$ cat config.mk
export PLATFORM = sky130hd
export DESIGN_NAME = uno_horner
export DESIGN_NICKNAME = d
export VERILOG_FILES = /design/src/rtl/uno_pkg.sv /design/src/rtl/uno_mac_sat.sv /design/src/rtl/uno_horner.sv
export SDC_FILE = /design/constraint.sdc
export NUM_CORES = 1
export LEC_CHECK = 0
export CAP_MARGIN = 10
export CELL_PAD_IN_SITES_DETAIL_PLACEMENT = 0
export CELL_PAD_IN_SITES_GLOBAL_PLACEMENT = 2
export CORE_MARGIN = 4
export CORE_UTILIZATION = 45
export CTS_BUF_LIST = sky130_fd_sc_hd__clkbuf_8
export DETAILED_ROUTE_END_ITERATION = 10
export PLACE_DENSITY = 0.95
export SETUP_SLACK_MARGIN = 0.3
export SLEW_MARGIN = 25
export SYNTH_ARGS = -nofsm -noshare
export SYNTH_HDL_FRONTEND = slang
export SYNTH_HIERARCHICAL = 1
export SYNTH_SLANG_ARGS = --single-unit
$ cat constraint.sdc
create_clock -name clk -period 14.2 [get_ports clk]
set_clock_uncertainty 0.1 [all_clocks]
set_input_delay 2.84 -clock clk [delete_from_list [all_inputs] [get_ports clk]]
set_output_delay 2.84 -clock clk [all_outputs]
set_load 0.03 [all_outputs]
$ cat src/rtl/uno_pkg.sv
// Shared types and Q5.10 coefficient tables for the uno_horner polynomial evaluator.
// Coefficients are stored lowest order first: index k holds c_k.
package uno_pkg;

  localparam int UNO_INT_BW = 5;
  localparam int UNO_FRA_BW = 10;
  localparam int UNO_MUL_BW = 1 + UNO_INT_BW + UNO_FRA_BW;
  localparam int UNO_TERMS  = 4;
  localparam int UNO_IDX_BW = 2;

  typedef enum logic [1:0] {
    UNO_GEMM = 2'b00,
    UNO_DIV  = 2'b01,
    UNO_EXP  = 2'b10,
    UNO_LOG  = 2'b11
  } uno_mode_e;

  typedef enum logic [1:0] {
    ST_IDLE = 2'b00,
    ST_ITER = 2'b01,
    ST_DONE = 2'b10
  } uno_state_e;

  typedef logic signed [UNO_MUL_BW-1:0] uno_word_t;

  // div: 4/3 * sum (4v/3)^k around x = 0.75
  localparam uno_word_t DIV_COEF [UNO_TERMS] = '{16'sd1365, 16'sd1820, 16'sd2427, 16'sd3236};
  localparam uno_word_t EXP_COEF [UNO_TERMS] = '{16'sd1024, 16'sd1024, 16'sd512, 16'sd171};
  // log: ln(0.75) + ln(1 - 4v/3)
  localparam uno_word_t LOG_COEF [UNO_TERMS] = '{-16'sd295, -16'sd1365, -16'sd910, -16'sd809};

  function automatic uno_word_t uno_coef(input uno_mode_e mode,
                                         input logic [UNO_IDX_BW-1:0] idx);
    uno_word_t c;
    c = '0;
    case (mode)
      UNO_DIV: c = DIV_COEF[idx];
      UNO_EXP: c = EXP_COEF[idx];
      UNO_LOG: c = LOG_COEF[idx];
      default: c = '0;
    endcase
    return c;
  endfunction

endpackage

$ cat src/rtl/uno_mac_sat.sv
// Combinational Horner step: sat16(round(acc * v) + coef), all signed fixed point.
// Saturation is applied only to the final sum; the rounded product is kept wide.
module uno_mac_sat
  import uno_pkg::*;
#(
  parameter int MUL_BW = UNO_MUL_BW,
  parameter int FRA_BW = UNO_FRA_BW
) (
  input  logic signed [MUL_BW-1:0] acc_i,
  input  logic signed [MUL_BW-1:0] var_i,
  input  logic signed [MUL_BW-1:0] coef_i,
  output logic signed [MUL_BW-1:0] sum_o
);

  localparam int PROD_BW = 2 * MUL_BW;
  localparam int RND_BW  = 2 * MUL_BW - FRA_BW + 1;
  localparam int SUM_BW  = RND_BW + 1;

  localparam logic signed [SUM_BW-1:0] SAT_MAX = SUM_BW'((2 ** (MUL_BW - 1)) - 1);
  localparam logic signed [SUM_BW-1:0] SAT_MIN = -SUM_BW'(2 ** (MUL_BW - 1));
  localparam logic signed [PROD_BW-1:0] RND_HALF = PROD_BW'(1) << (FRA_BW - 1);

  logic signed [PROD_BW-1:0] prod;
  logic signed [PROD_BW-1:0] prod_rnd;
  logic signed [RND_BW-1:0]  rnd;
  logic signed [SUM_BW-1:0]  sum;

  always_comb begin
    prod     = $signed({{MUL_BW{acc_i[MUL_BW-1]}}, acc_i})
             * $signed({{MUL_BW{var_i[MUL_BW-1]}}, var_i});
    prod_rnd = prod + RND_HALF;
    // Round half up: bias then arithmetic shift.
    rnd      = RND_BW'(prod_rnd >>> FRA_BW);
    sum      = $signed({rnd[RND_BW-1], rnd})
             + $signed({{(SUM_BW - MUL_BW){coef_i[MUL_BW-1]}}, coef_i});
    if (sum > SAT_MAX) begin
      sum_o = SAT_MAX[MUL_BW-1:0];
    end else if (sum < SAT_MIN) begin
      sum_o = SAT_MIN[MUL_BW-1:0];
    end else begin
      sum_o = sum[MUL_BW-1:0];
    end
  end

endmodule

$ cat src/rtl/uno_horner.sv
// Iterative Horner evaluator for the div/exp/log unary modes of the PE.
// One operand in flight: accept in IDLE, TERMS-1 steps in ITER, hold result in DONE.
module uno_horner
  import uno_pkg::*;
#(
  parameter int INT_BW = UNO_INT_BW,
  parameter int FRA_BW = UNO_FRA_BW,
  parameter int MUL_BW = 1 + INT_BW + FRA_BW,
  parameter int TERMS  = UNO_TERMS
) (
  input  logic              clk,
  input  logic              rst,
  input  logic              in_valid,
  output logic              in_ready,
  input  logic [1:0]        gemm_uno,
  input  logic [MUL_BW-1:0] var_i,
  output logic              out_valid,
  input  logic              out_ready,
  output logic [MUL_BW-1:0] res_o
);

  uno_state_e               state_q, state_d;
  uno_mode_e                mode_q, mode_d;
  logic [MUL_BW-1:0]        var_q, var_d;
  logic [MUL_BW-1:0]        acc_q, acc_d;
  logic [UNO_IDX_BW-1:0]    cnt_q, cnt_d;

  uno_mode_e                mode_in;
  logic signed [MUL_BW-1:0] coef;
  logic signed [MUL_BW-1:0] step_sum;

  assign mode_in = uno_mode_e'(gemm_uno);
  assign coef    = uno_coef(mode_q, cnt_q);

  uno_mac_sat #(
    .MUL_BW (MUL_BW),
    .FRA_BW (FRA_BW)
  ) u_mac (
    .acc_i  ($signed(acc_q)),
    .var_i  ($signed(var_q)),
    .coef_i (coef),
    .sum_o  (step_sum)
  );

  always_comb begin
    state_d   = state_q;
    mode_d    = mode_q;
    var_d     = var_q;
    acc_d     = acc_q;
    cnt_d     = cnt_q;
    in_ready  = 1'b0;
    out_valid = 1'b0;
    case (state_q)
      ST_IDLE: begin
        in_ready = 1'b1;
        if (in_valid) begin
          mode_d = mode_in;
          var_d  = var_i;
          if (mode_in == UNO_GEMM) begin
            acc_d   = '0;
            state_d = ST_DONE;
          end else begin
            acc_d   = uno_coef(mode_in, UNO_IDX_BW'(TERMS - 1));
            cnt_d   = UNO_IDX_BW'(TERMS - 2);
            state_d = ST_ITER;
          end
        end
      end
      ST_ITER: begin
        acc_d = step_sum;
        if (cnt_q == '0) begin
          state_d = ST_DONE;
        end else begin
          cnt_d = cnt_q - 1'b1;
        end
      end
      ST_DONE: begin
        out_valid = 1'b1;
        if (out_ready) begin
          state_d = ST_IDLE;
        end
      end
      default: state_d = ST_IDLE;
    endcase
  end

  always_ff @(posedge clk) begin
    if (rst) begin
      state_q <= ST_IDLE;
      mode_q  <= UNO_GEMM;
      var_q   <= '0;
      acc_q   <= '0;
      cnt_q   <= '0;
    end else begin
      state_q <= state_d;
      mode_q  <= mode_d;
      var_q   <= var_d;
      acc_q   <= acc_d;
      cnt_q   <= cnt_d;
    end
  end

  // The accumulator is visible in every state; out_valid qualifies it.
  assign res_o = acc_q;

endmodule
---- Yosys cells after proc, flatten, opt, wreduce, memory -nomap -nowiden ----
Cells that the tools add are included.
word-level totals
  register bits after elaboration ......... 38
  bits of input ports ..................... 22
  output and inout port bits .............. 18
  word-level logic and storage cells ...... 61
cells by class
  add/sub/neg operators ................... 3
  $mul .................................... 1
  $lt $le $gt $ge ......................... 3
  eq/ne operators ......................... 13
  multiplexer cells ....................... 27
  bitwise gates (word level) .............. 1
  reductions and logical operators ........ 8
operators with widths
  operator                                               number
  two-way mux 16 bit                                     10
  binary-select mux 16 bit (select 2 bit)                3
  case mux 16 bit (3 select lines)                       2
  adder 32 x 11 -> 32 bit (second input constant)        1
  multiplier 16 x 16 -> 32 bit                           1
  case mux 16 bit (2 select lines)                       1
  > comparator 24 x 16 -> 1 bit (second input constant)  1
  < comparator 24 x 16 -> 1 bit (second input constant)  1
  adder 22 x 16 -> 23 bit                                1
  two-way mux 2 bit                                      7
  equality test 2 bit (second input constant)            5
  inequality test 2 bit (second input constant)          5
  equality test 2 x 1 -> 1 bit (second input constant)   3
  logical NOT 2 bit                                      3
  case mux 2 bit (3 select lines)                        1
  case mux 2 bit (2 select lines)                        1
  AND reduction 2 bit                                    2
  AND reduction 4 bit                                    1
  >= comparator 3 bit (second input constant)            1
  inverter 2 -> 3 bit                                    1
  AND reduction 3 bit                                    1
  two-way mux 1 bit                                      2
  nonzero test 2 bit                                     1
  subtractor 2 x 1 -> 2 bit (second input constant)      1

---- Depth between registers and ports, before layout ----
Gate-level depths: netlist of the first run.
  word-level depth ........................ 10
  gate-level depth with buffers ........... 37
  depth with buffers taken out ............ 34

---- Modules after synthesis ----
The synthesis of the first run kept the hierarchy.
modules (own cells, without submodules)
  module       instances  cells an instance  area an instance (sq um)  seq. area each (sq um)
  uno_mac_sat  1          1234               11004.3                   0.0
  uno_horner   1          225                1898.1                    760.7

---- Worst setup path before layout of the first run ----
No wires, ideal clock.
  kind .................................... register -> register
  start point ............................. register acc_q[15] (netlist: res_o[15])
  end point ............................... register acc_q[5] (netlist: res_o[5])
  setup time .............................. 132 ps
  arrival time ............................ 8179 ps
  data required time ...................... 13968 ps
  slack ................................... 5790 ps
  cell stages (with the launch flop) ...... 35
  buffers on the path ..................... 3
  period minus slack after synthesis ...... 8410 ps
  path through ............................ dfxtp_1 > clkbuf_1 > nand2_1 > inv_1 > fa_1 > inv_1 > fa_1 > inv_1 > fa_1 > fa_1 > inv_1 > fa_1 > fa_1 > inv_1 > ha_1 > nand2_1 > nand2b_1 > a21o_1 > a21o_1 > o21bai_1 > a21oi_1 > xnor2_1 > ha_1 > buf_2 > a21o_1 > a211o_1 > o31a_1 > o211ai_1 > a311oi_4 > o41ai_4 > buf_6 > o21ai_1 > nand2b_1 > a21oi_1 > nor3_1
on the way
  word-level cells in the longest chain between the ends .. 7
  elaborated cells on any way between the ends .. 8
  classes of those cells .................. add/sub (2); mul (1); order compare (2); mux (3)
RTL lines
  what                                  line               source
  start, declared                       uno_horner.sv:25   logic [MUL_BW-1:0] acc_q, acc_d;
  start signal, assigned                uno_horner.sv:92   acc_q <= '0;
  start signal, assigned                uno_horner.sv:98   acc_q <= acc_d;
  multiplier 16 x 16 -> 32 bit (*)      uno_mac_sat.sv:30  * $signed({{MUL_BW{var_i[MUL_BW-1]}}, var_i});
  adder 32 x 11 -> 32 bit (*)           uno_mac_sat.sv:31  prod_rnd = prod + RND_HALF;
  adder 22 x 16 -> 23 bit (*)           uno_mac_sat.sv:35  + $signed({{(SUM_BW - MUL_BW){coef_i[MUL_BW-1]}}, coef_i});
  < comparator 24 x 16 -> 1 bit         uno_mac_sat.sv:38  end else if (sum < SAT_MIN) begin
  two-way mux 16 bit                    uno_mac_sat.sv:38
  two-way mux 16 bit (*)                uno_mac_sat.sv:36  if (sum > SAT_MAX) begin
  via step_sum[5]                       uno_horner.sv:30   logic signed [MUL_BW-1:0] step_sum;
  case mux 16 bit (2 select lines) (*)  uno_horner.sv:53   case (state_q)
The timed path passes the listed nets; every way through them passes the cells marked *.
A chain may end at the register's enable or synchronous reset.

---- Worst setup path after layout of the first run ----
  start point ............................. register acc_q[8] (netlist: res_o[8])
  end point ............................... register acc_q[5] (netlist: res_o[5])
Same word-level chain as after synthesis.

==> results of run 1 <==
-- final cells by class --
| cell class | count | area [sq um] | share of cell area (%) |
|---|---|---|---|
| Multi-Input combinational cell | 1059 | 10700 | 78.3 |
| Inverter | 309 | 1160 | 8.49 |
| Clock inverter | 2 | 60.1 | 0.439 |
| Tap cell | 378 | 473 | 3.46 |
| Sequential cell | 38 | 761 | 5.57 |
| Timing Repair Buffer | 45 | 435 | 3.19 |
| Clock buffer | 6 | 82.6 | 0.604 |
-- sequential cells by signal, summed over array words and instances, names as in the netlist --
signal	cells
res_o	16
var_q	16
cnt_q	2
mode_q	2
state_q	2
-- worst max path at each step --
stage / endpoint / cells past startpoint
after floorplan: res_o[5] / 34
after global placement: res_o[5] / 31
after detailed placement: res_o[3] / 32
after CTS: res_o[5] / 31
after global routing: res_o[4] / 31
final: res_o[5] / 31
-- tightest hold or removal path, stage by stage (launching register included) --
cell     delay (ns)
dfxtp_1        0.38
nor2_1         0.13
a22o_1         0.12
-- per-stage QoR --
step / util [%] / setup WS (ns) / hold WS [ns] / area [sq um] / std cells
2_1_floorplan: - / 5.79 / 0.376 / 12900 / 1459
3_3_place_gp: 48.3 / 4.74 / 0.512 / 13500 / 1829
3_5_place_dp: 48.3 / 4.58 / 0.535 / 13500 / 1829
4_1_cts: 48.8 / 4.53 / 0.550 / 13700 / 1837
5_1_grt: 48.8 / 3.81 / 0.620 / 13700 / 1837
6_report: 48.8 / 4.46 / 0.555 / 13700 / 1837
-- cell families after synthesis --
| family | after synthesis |
|---|---|
| flip-flops | 38 |
| buffers and inverters | 362 |
| AO/OA/AOI/OAI | 202 |
| adder cells (fa/ha/maj) | 377 |
| multiplexers | 4 |
| AND/OR/NAND/NOR | 429 |
| XOR/XNOR | 47 |
-- routing by layer --
| layer | vias up | GRT usage [%] | share of wire [%] |
|---|---|---|---|
| met5 | - | 0 | 0.035 |
| met4 | 2 | 3.54 | 1.6 |
| met3 | 26 | 1.66 | 3.3 |
| met2 | 157 | 34.9 | 47 |
| met1 | 4803 | 31.8 | 48 |
| li1 | 4480 | - | - |
-- cells in the final DEF, fill, tap and decap left out, types with 10 or more instances in the layout --
| cell | instances |
|---|---|
| nand3_1 | 10 |
| fa_1 | 263 |
| o21ai_0 | 39 |
| nand2_1 | 186 |
| xor2_1 | 16 |
| ha_1 | 114 |
| nor2_1 | 40 |
| nor2b_1 | 10 |
| a21oi_1 | 64 |
| inv_1 | 309 |
| nand2b_1 | 16 |
| a22oi_1 | 13 |
| a21o_1 | 10 |
| and2_1 | 121 |
| o21ai_2 | 13 |
| xnor2_1 | 31 |
| clkdlybuf4s50_1 | 39 |
| dfxtp_1 | 38 |
-- power groups by stage --
stage	registers (W)	clock network (W)	logic, W
4_1_cts	0.000173	0.000116	0.000629
3_3_place_gp	0.000174	0	0.000622
5_1_grt	0.000179	0.000122	0.000701
6_report	0.000174	0.000115	0.000629
2_1_floorplan	0.000146	0	0.000470
3_5_place_dp	0.000176	0	0.000622
==> impl_metrics.yaml, run 1 <==
drt:
  post_drt_via_cell_ratio: 5.15
  wl_per_cell_microns: 17.3
  drt_pre_antenna_iters: 5
  dr.first_iter.drc_count: 466
  vias: 9468
  routed_wl_mm: 31.7
  drc: 0
  drtAntennaViolNets: 0
yosys:
  yosys.area_share.adder_pct: 51.9
  synth_seq_cells: 38
  synth_flop_cell: "dfxtp_1"
  synth_area_sq_mm: 0.0129
  syn_nets: 1858
  synthSimpleGateAreaFrac_pct: 16.8
  synth_common_cells: "inv_1 (309), fa_1 (263), nand2_1 (186)"
  synth.top_cell.area_share_pct: 40.8
  synth_cell_types: 79
  yosys_warnings: 6
  synth_top_cell_by_area: "fa_1"
  synthMuxAreaShare_pct: 0.320
  synth-compound-area-share_pct: 10.7
  syn_avg_cell_area_sq_um: 8.84
  synth_xor_area_share_pct: 3.19
  synth_top_family_by_area: "adder cells"
  async_flop_share_pct: 0
  ys_seq_area_share_pct: 5.90
  synth.most_common_cell: "inv_1"
  synth_edf_count: 0
  syn_inst: 1459
  netlist_top_cells_area: "fa_1 (41%), ha_1 (11%), inv_1 (9.0%), dfxtp_1 (5.9%), and2_1 (5.9%)"
die:
  fp.coreArea_sq_mm: 0.0280
  ios: 40
  die_w_microns: 177
  die-area_sq_mm: 0.0314
  initial_core_util_pct: 46.1
  die_height_microns: 177
  rows: 61
cts:
  clock_sinks: 38
  hold_buffers: 0
  ctsResizeCount: 0
  cts.clk_slew.worst_paths_ns: 0.08
  numCtsBuffers: 5
  cts_root_buf: "clkbuf_8"
  clock_path_buffers: 2
  postCtsSetupRepairBufs: 0
  clk-insertion-delay-late_ns: 0.30
  cts_max_level: 2
  cts_tree: "done"
power:
  clkPwrFrac_pct: 12.5
  power_leakage_nw: 6.74
  p_sw_w: 0.000475
  p_int_w: 0.000442
  fin_total_pwr_w: 0.000917
  swShare_pct: 51.8
  combPwrFrac_pct: 68.6
  p_per_area_mw_per_mm2: 67.1
  ir_drop_mv: 0.0563
  seqPwrFrac_pct: 18.9
setup_path:
  cpMostUsedCell: "fa_1"
  critPathKind: "reg -> reg"
  slowest_delay_ns: 0.88
  rrSetupSlack_ns: 4.46
  critPathTopFamily: "adder cells"
  cp_max_fo: 18
  cp.required_ns: 14.27
  ff2ff_path_depth: 31
  worst-path-buf-inv: 5
  arrival_ns: 9.81
  start_kind: "flip-flop"
  reg2reg_from: "res_o[8]"
  end_kind: "flip-flop"
  crit_start: "res_o[8]"
  rr_endpoint: "res_o[5]"
  crit_slowest_cell: "dfxtp_1"
min_path:
  hold_path_class: "reg -> reg"
  worstHoldStart: "cnt_q[0]"
  holdPathEnd: "cnt_q[0]"
  hold_path_depth: 2
global_routing:
  grt_pass1_wl_mm: 53.6
  grt_pass1_vias: 9952
  grt-ovfl-total: 0
  grt_usage_pct: 21.3
  grt_max_degree: 41
  antenna_found_initial: 1
timing:
  max_freq_ghz: 0.103
  maxSlewHeadroom_pct: 36.5
  hold_viol: 0
  setup_viol: 0
  worstMarginPinSlew_ns: 0.951
  slew_viol_final: 0
  min_period_ns: 9.74
  fin_crit_sh_pct: 68.6
  rsz0062_at_grt: "false"
  setup_tns_ns: 0
place:
  gp_congestion: 0.874
  portBuffers: 39
  dpl.hpwl_mm: 26.0
finish:
  final_layout_size_suffix_gt1_share_pct: 3.70
  syn2layout_area_growth_pct: 5.93
  antennaDiodeCount: 0
  nets: 1857
  fillers: 2728
outcome:
  outcome: "completed"
flow_run:
  max_cap_viol_count: 0
No activity file was read; power rests on OpenSTA's default activity.
==> inputs of run 2 (changes only) <==
--- a/config.mk
+++ b/config.mk
@@ -9,10 +9,10 @@
 export CELL_PAD_IN_SITES_DETAIL_PLACEMENT = 0
 export CELL_PAD_IN_SITES_GLOBAL_PLACEMENT = 2
 export CORE_MARGIN = 4
-export CORE_UTILIZATION = 45
+export CORE_UTILIZATION = 37
 export CTS_BUF_LIST = sky130_fd_sc_hd__clkbuf_8
 export DETAILED_ROUTE_END_ITERATION = 10
-export PLACE_DENSITY = 0.95
+export PLACE_DENSITY = 0.86
 export SETUP_SLACK_MARGIN = 0.3
 export SLEW_MARGIN = 25
 export SYNTH_ARGS = -nofsm -noshare
==> constraint.sdc (replaced) <==
create_clock -name clk -period 8.5 [get_ports clk]
set_clock_uncertainty 0.1 [all_clocks]
set_input_delay 1.7 -clock clk [delete_from_list [all_inputs] [get_ports clk]]
set_output_delay 1.7 -clock clk [all_outputs]
set_load 0.03 [all_outputs]
==> impl_metrics.yaml, run 2 (same netlist as run 1, synthesis figures left out) <==
flow_run:
  max_cap_viol_count: 0
setup_path:
  crit_slowest_cell: "fa_2"
  ff2ff_path_depth: 35
  cp.required_ns: 8.58
  reg2reg_from: "res_o[7]"
  cp_max_fo: 8
  critPathKind: "reg -> reg"
  cpMostUsedCell: "fa_1"
  arrival_ns: 8.35
  rrSetupSlack_ns: 0.22
  end_kind: "flip-flop"
  start_kind: "flip-flop"
  rr_endpoint: "res_o[7]"
  slowest_delay_ns: 0.64
cts:
  clock_sinks: 38
  cts_max_level: 2
  clk-insertion-delay-late_ns: 0.30
  cts_tree: "done"
  hold_buffers: 0
  numCtsBuffers: 5
  cts.clk_slew.worst_paths_ns: 0.08
  cts_root_buf: "clkbuf_8"
  clock_path_buffers: 2
finish:
  nets: 1994
  antennaDiodeCount: 0
  final_cell_mix: "inv_1 (305), fa_1 (256), nand2_1 (185)"
  final_layout_size_suffix_gt1_share_pct: 19.7
  final_common_cell: "inv_1"
  fillers: 3377
  syn2layout_area_growth_pct: 21.0
timing:
  min_period_ns: 8.28
  hold_viol: 0
  maxSlewHeadroom_pct: 38.6
  max_freq_ghz: 0.121
  slew_viol_final: 0
  rsz0062_at_grt: "true"
  setup_viol: 0
  holdWs_ns: 0.400
  fin_crit_sh_pct: 97.4
  worstMarginPinSlew_ns: 0.920
drt:
  drt_pre_antenna_iters: 4
  post_drt_via_cell_ratio: 4.88
  vias: 10000
  drtAntennaViolNets: 0
  routed_wl_mm: 33.7
  wl_per_cell_microns: 16.4
  dr.first_iter.drc_count: 487
  drc: 0
die:
  die_w_microns: 195
  ios: 40
  initial_core_util_pct: 37.4
  rows: 68
  die-area_sq_mm: 0.0379
  die_height_microns: 195
  fp.coreArea_sq_mm: 0.0345
power:
  fin_total_pwr_w: 0.00180
  p_per_area_mw_per_mm2: 115
  power_leakage_nw: 7.53
  ir_drop_mv: 0.0681
place:
  portBuffers: 39
  gp_congestion: 0.870
  dpl.hpwl_mm: 28.5
min_path:
  holdPathEnd: "var_q[11]"
  hold_path_class: "reg -> reg"
  worstHoldStart: "var_q[11]"
  hold_path_depth: 2
global_routing:
  grt_pass1_wl_mm: 55.6
  grt_pass1_vias: 10600
  antenna_found_initial: 0
  grt_max_degree: 41
  grt-ovfl-total: 0
  grt_usage_pct: 17.8
outcome:
  outcome: "completed"
run 2: how the worst max path moves through the flow:
| stage | from | endpoint | slack (ns) |
|---|---|---|---|
| 5_1_grt | res_o[7] | res_o[7] | -0.007 |
| 6_report | res_o[7] | res_o[7] | 0.22 |
| 3_3_place_gp | var_q[1] | res_o[7] | -0.13 |
| 4_1_cts | var_q[4] | res_o[7] | 0.30 |
| 3_5_place_dp | var_q[1] | res_o[7] | -0.14 |
| 2_1_floorplan | res_o[11] | res_o[5] | 0.29 |
run 2: cell type report:
cell class              count  area, sq um  area share (%)
flip-flops and latches     38          816            5.23
inverters                 309         1160            7.43
multi-input cells        1059        11300            72.6
clock buffers               5         68.8           0.441
repair buffers            182         1640            10.5
well taps                 455          569            3.65
clock inverters             3         17.5           0.112
run 2: critical path, delay by kind of cell, from the launching register on:
family,cells,cell delay [ns]
adder cells (fa/ha/maj),8,3.65
AO/OA/AOI/OAI,10,1.58
AND/OR/NAND/NOR,7,1.17
buffers and inverters,9,1.05
flip-flops,1,0.41
XOR/XNOR,1,0.16
run 2: where the power goes:
part / internal, W / switching (W)
logic: 0.000644 / 0.000786
clock network: 0.0000568 / 0.0000694
registers: 0.000198 / 0.0000481
total: 0.000898 / 0.000903
run 2: repair_timing:
| item | 4_1_cts | 5_1_grt |
|---|---|---|
| cloned | 1 | 0 |
| setup endpoints to repair | 15 | 15 |
| gates resized for setup | 93 | 106 |
| buffers inserted | 11 | 27 |
| pin swaps | 36 | 75 |
run 2: through the flow:
stage | cells | TNS (ns) | setup WS, ns | area, sq um | utilization (%)
3_5_place_dp | 2004 | -1.08 | -0.145 | 14400 | 41.8
4_1_cts | 2024 | 0 | 0.302 | 15000 | 43.5
2_1_floorplan | 1459 | 0 | 0.290 | 12900 | -
3_3_place_gp | 2004 | -0.433 | -0.127 | 14400 | 41.8
5_1_grt | 2051 | -0.00726 | -0.00726 | 15600 | 45.3
6_report | 2051 | 0 | 0.223 | 15600 | 45.3
run 2: per-layer routing:
layer  up-vias  share of wire [%]  GRT usage (%)
met5         -                  0              0
met3        35                2.6          0.953
met2       173                 50           31.1
li1       4744                  -              -
met1      5053                 46           25.1
met4         0                1.2           2.40
